$ cat src/rtl/deadtime_pkg.sv
// Shared state encoding and constants for the half-bridge dead-time generator.
package deadtime_pkg;

  typedef logic [2:0] state_t;

  localparam state_t STATE_OFF     = 3'd0;
  localparam state_t STATE_LOW_ON  = 3'd1;
  localparam state_t STATE_DEAD_LH = 3'd2;
  localparam state_t STATE_HIGH_ON = 3'd3;
  localparam state_t STATE_DEAD_HL = 3'd4;

  localparam int MIN_DEADTIME = 1;

  function automatic logic is_dead(state_t s);
    return (s == STATE_DEAD_LH) || (s == STATE_DEAD_HL);
  endfunction

endpackage

$ cat src/rtl/deadtime_timer.sv
// Dead-time interval timer: latches a clamped length on load, counts up,
// and raises a registered expired pulse in the last cycle of the interval.
module deadtime_timer
  import deadtime_pkg::*;
#(
  parameter int bitwidth = 16
) (
  input  logic                clock,
  input  logic                reset,
  input  logic                load,
  input  logic                clear,
  input  logic [bitwidth-1:0] value,
  output logic                expired
);

  localparam logic [bitwidth-1:0] ONE     = bitwidth'(1);
  localparam logic [bitwidth-1:0] MIN_VAL = bitwidth'(MIN_DEADTIME);

  logic [bitwidth-1:0] count;
  logic [bitwidth-1:0] limit_m1;
  logic [bitwidth-1:0] clamped;

  assign clamped = (value == '0) ? MIN_VAL : value;

  // expired mirrors (count == limit_m1) one register stage early, so the
  // FSM leaves the dead state after exactly max(value,1) cycles.
  always_ff @(posedge clock or posedge reset) begin
    if (reset) begin
      count    <= '0;
      limit_m1 <= '0;
      expired  <= 1'b0;
    end else if (clear) begin
      count    <= '0;
      limit_m1 <= '0;
      expired  <= 1'b0;
    end else if (load) begin
      count    <= '0;
      limit_m1 <= clamped - ONE;
      expired  <= (clamped == ONE);
    end else begin
      expired <= 1'b0;
      if (count != limit_m1) begin
        count   <= count + ONE;
        expired <= ((count + ONE) == limit_m1);
      end
    end
  end

endmodule

$ cat src/rtl/deadtime_generator.sv
// Complementary half-bridge gate drive with programmable dead time,
// interlock and latched fault shutdown. Outputs decode the state register.
module deadtime_generator
  import deadtime_pkg::*;
#(
  parameter int bitwidth = 16
) (
  input  logic                clock,
  input  logic                reset,
  input  logic                enable,
  input  logic                gate_signal,
  input  logic [bitwidth-1:0] deadtime_rising,
  input  logic [bitwidth-1:0] deadtime_falling,
  input  logic                fault,
  input  logic                fault_clear,
  output logic                high_side,
  output logic                low_side,
  output logic                deadtime_active,
  output logic                fault_latched
);

  state_t              state, next_state;
  logic                timer_load, timer_clear, timer_expired;
  logic [bitwidth-1:0] timer_value;

  always_ff @(posedge clock or posedge reset) begin
    if (reset) state <= STATE_OFF;
    else       state <= next_state;
  end

  always_ff @(posedge clock or posedge reset) begin
    if (reset)            fault_latched <= 1'b0;
    else if (fault)       fault_latched <= 1'b1;
    else if (fault_clear) fault_latched <= 1'b0;
  end

  // The registered fault flag gates the OFF exit, which yields the single
  // OFF cycle after a clear.
  always_comb begin
    next_state = state;
    if (fault || !enable) begin
      next_state = STATE_OFF;
    end else begin
      case (state)
        STATE_OFF:
          if (!fault_latched) next_state = gate_signal ? STATE_DEAD_LH : STATE_LOW_ON;
        STATE_LOW_ON:
          if (gate_signal) next_state = STATE_DEAD_LH;
        STATE_DEAD_LH:
          if (!gate_signal)       next_state = STATE_LOW_ON;
          else if (timer_expired) next_state = STATE_HIGH_ON;
        STATE_HIGH_ON:
          if (!gate_signal) next_state = STATE_DEAD_HL;
        STATE_DEAD_HL:
          if (gate_signal)        next_state = STATE_HIGH_ON;
          else if (timer_expired) next_state = STATE_LOW_ON;
        default:
          next_state = STATE_OFF;
      endcase
    end
  end

  always_comb begin
    timer_load  = is_dead(next_state) && (next_state != state);
    timer_clear = !is_dead(next_state);
    timer_value = (next_state == STATE_DEAD_LH) ? deadtime_rising : deadtime_falling;
  end

  always_comb begin
    high_side       = (state == STATE_HIGH_ON);
    low_side        = (state == STATE_LOW_ON);
    deadtime_active = is_dead(state);
  end

  deadtime_timer #(.bitwidth(bitwidth)) u_timer (
    .clock   (clock),
    .reset   (reset),
    .load    (timer_load),
    .clear   (timer_clear),
    .value   (timer_value),
    .expired (timer_expired)
  );

endmodule
$ cat config.mk
export PLATFORM = sky130hd
export DESIGN_NAME = deadtime_generator
export DESIGN_NICKNAME = d
export VERILOG_FILES = /design/src/rtl/deadtime_pkg.sv /design/src/rtl/deadtime_timer.sv /design/src/rtl/deadtime_generator.sv
export SDC_FILE = /design/constraint.sdc
export NUM_CORES = 1
export LEC_CHECK = 0
export BUFFER_PORTS_ARGS = -buffer_cell sky130_fd_sc_hd__buf_2
export CORE_ASPECT_RATIO = 0.9
export CORE_MARGIN = 2
export CORE_UTILIZATION = 42
export CTS_BUF_LIST = sky130_fd_sc_hd__clkbuf_4 sky130_fd_sc_hd__clkbuf_8
export DETAILED_ROUTE_END_ITERATION = 7
export HOLD_SLACK_MARGIN = 0.05
export SKIP_LAST_GASP = 1
export SLEW_MARGIN = 20
export SYNTH_ARGS = -nofsm -noshare
export SYNTH_HDL_FRONTEND = slang
export SYNTH_SLANG_ARGS = --single-unit
export TNS_END_PERCENT = 30
$ cat constraint.sdc
create_clock -name clock -period 4.3 [get_ports clock]
set_input_delay 0.43 -clock clock [delete_from_list [all_inputs] [get_ports clock]]
set_output_delay 0.43 -clock clock [all_outputs]
set_load 0.01 [all_outputs]
==> results of run 1 <==
[what timing repair did]
| action | 4_1_cts | 5_1_grt |
|---|---|---|
| hold buffers | 1 | 0 |
| endpoints found under the setup margin | 0 | 0 |
| endpoints found under the hold margin | 1 | 0 |
[state kept, by name, indices dropped and copies added, names as in the netlist]
register          count
fault_latched         1
u_timer.limit_m1     16
u_timer.expired       1
state                 3
u_timer.count        16
[cells by family (layout without fill, tap and decap cells)]
group	count (synthesis)	after routing	synth area share
adder cells (fa/ha/maj)	3	3	0.01217
AND/OR/NAND/NOR	161	161	0.2962
flip-flops	37	37	0.3002
AO/OA/AOI/OAI	82	82	0.1822
XOR/XNOR	53	53	0.1505
multiplexers	5	5	0.01623
buffers and inverters	32	66	0.04260
[metrics by stage]
stage	hold slack, ns	std cells	cell area (um2)	setup WS, ns	utilization
detailed placement	0.2740	491	3357	0.5702	0.4744
global placement	0.2726	491	3357	0.7981	0.4744
global route	0.3514	500	3482	0.1776	0.4921
CTS	0.3470	500	3482	0.5377	0.4921
finish	0.3505	500	3482	0.5224	0.4921
floorplan	0.4862	373	3084	1.109	-
[report_power, final]
| part | leakage [nW] | switching (W) | internal [W] | total, W |
|---|---|---|---|---|
| Combinational | 0.785 | 0.0000617 | 0.0000417 | 0.000103 |
| Sequential | 0.513 | 0.00000316 | 0.000350 | 0.000353 |
| Clock | 0.0543 | 0.000139 | 0.000174 | 0.000312 |
| Total | 1.35 | 0.000204 | 0.000565 | 0.000769 |
[cells in the final DEF (no fill, tap or decap), drive strengths merged, types with 4 or more instances in the layout]
| master | netlist | layout |
|---|---|---|
| nor3b | 4 | 4 |
| a32o | 6 | 6 |
| a21oi | 18 | 18 |
| inv | 10 | 10 |
| o21ai | 21 | 21 |
| nand4 | 11 | 11 |
| or4 | 7 | 7 |
| nor4 | 15 | 15 |
| or3 | 13 | 13 |
| mux2i | 5 | 5 |
| dfrtp | 37 | 37 |
| nor3 | 24 | 24 |
| nor2 | 28 | 28 |
| nor2b | 6 | 6 |
| clkbuf | 13 | 5 |
| nand3 | 12 | 12 |
| xor2 | 18 | 18 |
| xnor2 | 35 | 35 |
| a22o | 11 | 11 |
| nand2b | 6 | 6 |
| nand2 | 20 | 20 |
| buf | 9 | 47 |
[layout make-up]
class                      instances  area, um2  share of cell area
tap                               93      116.4             0.03342
sequential                        37      925.9              0.2659
timing repair buffer              48      260.3             0.07474
inverter                          10      37.54             0.01078
clock inverter                     3      46.29             0.01330
clock buffer                       5      68.82             0.01976
multi-input combinational        304       2027              0.5821
[final timing paths]
path / startpoint / endpoint / depth (start not counted)
worst max-delay path: state[0] / u_timer.limit_m1[12] / 9
worst max register to register: state[0] / u_timer.limit_m1[12] / 9
worst min-delay path: fault / fault_latched / 2
max in group asynchronous: reset / u_timer.limit_m1[12] / 4
min in group asynchronous: reset / fault_latched / 3
worst min register to register: u_timer.limit_m1[11] / u_timer.limit_m1[11] / 1
[metal layers]
metal	routed length [um]	global-route usage	vias to the layer above
li1	-	-	1449
met1	3730	0.2927	1339
met2	3406	0.2987	67
met3	301	0.03197	12
met4	149	0.06588	0
met5	0	0	-
==> reports/results.tsv, run 1 <==
metric	value	unit
grt_max_degree	37	
critPathLaunchType	flip-flop	
synthTopCellsByArea	dfrtp_1 (30%), xnor2_1 (9.9%), xor2_1 (5.1%), nor3_1 (3.9%), nor2_1 (3.4%)	
ctsResizeCount	0	
cp_slowest_stage_delay	0.67	ns
cts_buffer_depth	2	
synthTopCellsByCount	dfrtp_1 (37), xnor2_1 (35), nor2_1 (28), nor3_1 (24), o21ai_0 (21)	
area_growth	12.90	%
num-fill-cells	690	
yosysWarnings	0	
setup_violations	0	
fp.dieW	94.33	um
route.detailed.drc	0	
synthArstFlopShare	1.000	
max_cap_violations	0	
gp_congestion	0.8508	
post-synth-top-count-cell	dfrtp_1	
cts_tree	done	
pin_count	42	
path_buf_inv	0	
drtPass1Iterations	4	
total_power	0.0007686	W
crit_type	reg2reg	
grt.overflow.total	0	
crit_path_max_fanout	22	
htreeDepth	2	
cts-buffers-inserted	5	
grt_pass1_wl	12930	um
io_buffers	41	
drtIter0Drc	135	
powerDensity	220.7	nW/um2
ys_types	53	
cp.arrival	3.97	ns
synth-main-ff-cell	dfrtp_1	
viasPerCell	5.734	
n_antenna_cell	0	
clk-insertion-delay-late	0.30	ns
finalSetupTns	0	ns
required	4.49	ns
clk_pin_slew_worst_paths	0.08	ns
post_cts_buffers	0	
grt_pass1_vias	2678	
ys_seq_area_frac	0.3002	
die_y	85.30	um
synth_cells	373	
final.setup_skew	0.01079	ns
ff2ff_setup_slack	0.52	ns
synth_nets	414	
core_area	7076	um2
path_delay_family	simple AND/OR/NAND/NOR gates	
dp_hpwl	5889	um
synth_area	3084	um2
rsz0062_at_grt	no	
hp-class	in2reg	
die_area	8046	um2
endpoint_kind	flip-flop	
fmax	0.2647	GHz
avgSynthCellArea	8.269	um2
synth_edf_count	0	
start_util	0.4359	
slowest_stage	nor4b_1	
drt-total-wl	7588	um
yosys.area.top_type	dfrtp_1	
period_needed	3.778	ns
vias	2867	
ctsRootBufferMaster	clkbuf_8	
outcome	finished, final reports clean	
crit_chain	nor4b_1 -> and4b_1 -> o32ai_1 -> ha_1 -> nand4b_1 -> nor3_1 -> xnor2_1 -> nand2_1 -> a32o_1	
drive_above_1_share	0.1597	
synth_seq_cells	37	
finalCritPeriodShare	0.8785	
grt_antenna_before_repair	0	
rows	29	
p_leak	1.353	nW
fin_nets	447	
ir_drop	0.1389	mV
hold_viol	0	
synth_top_area_frac	0.3002	
max_slew_margin	0.4691	
post_drt_wl_per_cell	15.18	um
grtUsageTotal	0.1996	
slew_violations	0	
worst_slew_pin_slew	0.7958	ns
ant_nets	0	
clock_sinks	37	
(Power assumes the default switching activity.)
==> run 2, diff against run 1 <==
--- a/config.mk
+++ b/config.mk
@@ -12,6 +12,8 @@
 export CTS_BUF_LIST = sky130_fd_sc_hd__clkbuf_4 sky130_fd_sc_hd__clkbuf_8
 export DETAILED_ROUTE_END_ITERATION = 7
 export HOLD_SLACK_MARGIN = 0.05
+export MAX_ROUTING_LAYER = met4
+export PLACE_DENSITY = 0.58
 export SKIP_LAST_GASP = 1
 export SLEW_MARGIN = 20
 export SYNTH_ARGS = -nofsm -noshare
==> run 2 against run 1 <==
- count of clock-buffer cells in the layout rose by 2
- sequential power barely moved
- fmax rose by 2.4%
- critical path depth did not move
- via count fell by 0.38%
- largest power group unchanged
==> reports/results.tsv, run 2 (synthesized netlist as in run 1, its figures left out) <==
metric	value	unit	change
outcome	finished, final reports clean		
final.setup_skew	0.005859	ns	-0.004936 ns
viasPerCell	5.735		about the same
core_area	7076	um2	unchanged
drt-total-wl	7575	um	-0.17%
post_cts_buffers	0		unchanged
area_growth	12.50	%	
max_cap_violations	0		unchanged
cp.arrival	3.86	ns	-0.11 ns
clk_pin_slew_worst_paths	0.07	ns	about the same
fin_cells	498		-0.40%
clk-insertion-delay-late	0.29	ns	about the same
max_slew_margin	0.4598		-0.009298
grt_antenna_before_repair	0		unchanged
cts_buffer_depth	2		unchanged
ir_drop	0.1642	mV	+18%
post_drt_wl_per_cell	15.21	um	+0.23%
pin_count	42		unchanged
total_power	0.0007724	W	+0.49%
grtUsageTotal	0.2107		+0.01111
mostFrequentLayoutCells	buf_2 (41), dfrtp_1 (37), xnor2_1 (35), nor2_1 (28), nor3_1 (24)		
rsz0062_at_grt	no		
ant_nets	0		unchanged
endpoint_kind	flip-flop		
p_leak	1.351	nW	-0.16%
final_common_cell	buf_2		
drive_above_1_share	0.1580		-0.001680
n_antenna_cell	0		unchanged
worst_slew_pin_slew	0.8097	ns	+0.01394 ns
hold_viol	0		unchanged
clock_sinks	37		unchanged
slew_violations	0		unchanged
grt_pass1_vias	2656		-0.82%
dp_hpwl	5742	um	-2.5%
critPathLaunchType	flip-flop		
grt.overflow.total	0		unchanged
drtPass1Iterations	4		unchanged
die_area	8046	um2	unchanged
rows	29		unchanged
required	4.47	ns	-0.02 ns
grt_max_degree	38		+2.7%
io_buffers	41		unchanged
setup_slack	0.6116	ns	+0.08920 ns
setup_violations	0		unchanged
period_needed	3.688	ns	-0.08920 ns
ctsRootBufferMaster	clkbuf_8		
route.detailed.drc	0		unchanged
fmax	0.2711	GHz	+2.4%
fp.dieW	94.33	um	unchanged
finalSetupTns	0	ns	unchanged
top_regs	u_timer.count x16, u_timer.limit_m1 x16, state x3		
hp-class	in2async		
gp_congestion	0.8674		+2.0%
cts_tree	done		
powerDensity	222.6	nW/um2	+0.86%
dp_cells	490		-0.20%
die_y	85.30	um	unchanged
cts_hold_buf	0		-1
vias	2856		-0.38%
finalCritPeriodShare	0.8578		-0.02074
cts-buffers-inserted	5		unchanged
drtIter0Drc	136		+0.74%
htreeDepth	2		unchanged
crit_type	reg2reg		
grt_pass1_wl	13250	um	+2.5%
start_util	0.4359		unchanged
ctsResizeCount	0		unchanged
crit_path_max_fanout	22		unchanged
fin_nets	445		-0.45%
pre_cts_ws	0.6434	ns	+0.07319 ns
## run 2: path summary, 6_finish.rpt
check | from | endpoint | slack, ns | depth (start not counted)
max | state[0] | u_timer.limit_m1[12] | 0.61 | 9
min | reset | u_timer.count[4] | 0.24 | 3
max reg2reg | state[0] | u_timer.limit_m1[12] | 0.61 | 9
min reg2reg | u_timer.limit_m1[14] | u_timer.limit_m1[14] | 0.52 | 1
max in group asynchronous | reset | u_timer.limit_m1[9] | 3.73 | 3
min in group clock | fault | fault_latched | 0.36 | 2
## run 2: report_power, final
group,leakage (nW),internal (W),switching (W),total (W)
clock network,0.0619,0.000195,0.000121,0.000317
registers,0.513,0.000350,0.00000325,0.000353
logic,0.776,0.0000413,0.0000613,0.000103
total,1.35,0.000586,0.000186,0.000772
## run 2: metrics by stage
stage	hold slack, ns	area, um2	util
2_1_floorplan	0.4862	3084	-
3_3_place_gp	0.5169	3349	0.4734
3_5_place_dp	0.5159	3349	0.4734
4_1_cts	0.2540	3470	0.4904
5_1_grt	0.2837	3470	0.4904
6_report	0.2382	3470	0.4904
## run 2: layout make-up
class | instances | area [um2]
fill | 714 | 3606
sequential | 37 | 925.9
tap | 93 | 116.4
clock inverter | 1 | 30.03
clock buffer | 7 | 90.09
timing repair buffer | 46 | 242.7
inverter | 10 | 37.54
multi-input combinational | 304 | 2027
## run 2: critical path, cell delays in order, from the launching register on
cell and delay, ns:
dfrtp_1 0.51, nor4b_1 0.59, and4b_1 0.54, o32ai_1 0.53, ha_1 0.43, nand4b_1 0.25, nor3_1 0.24, xnor2_1 0.15
nand2_1 0.07, a32o_1 0.27
## run 2: routing by layer
metal / track usage / routed length (um)
met3: 0.02931 / 217
met5: - / 0
met2: 0.3162 / 3520
met4: 0.04743 / 68
met1: 0.3023 / 3768
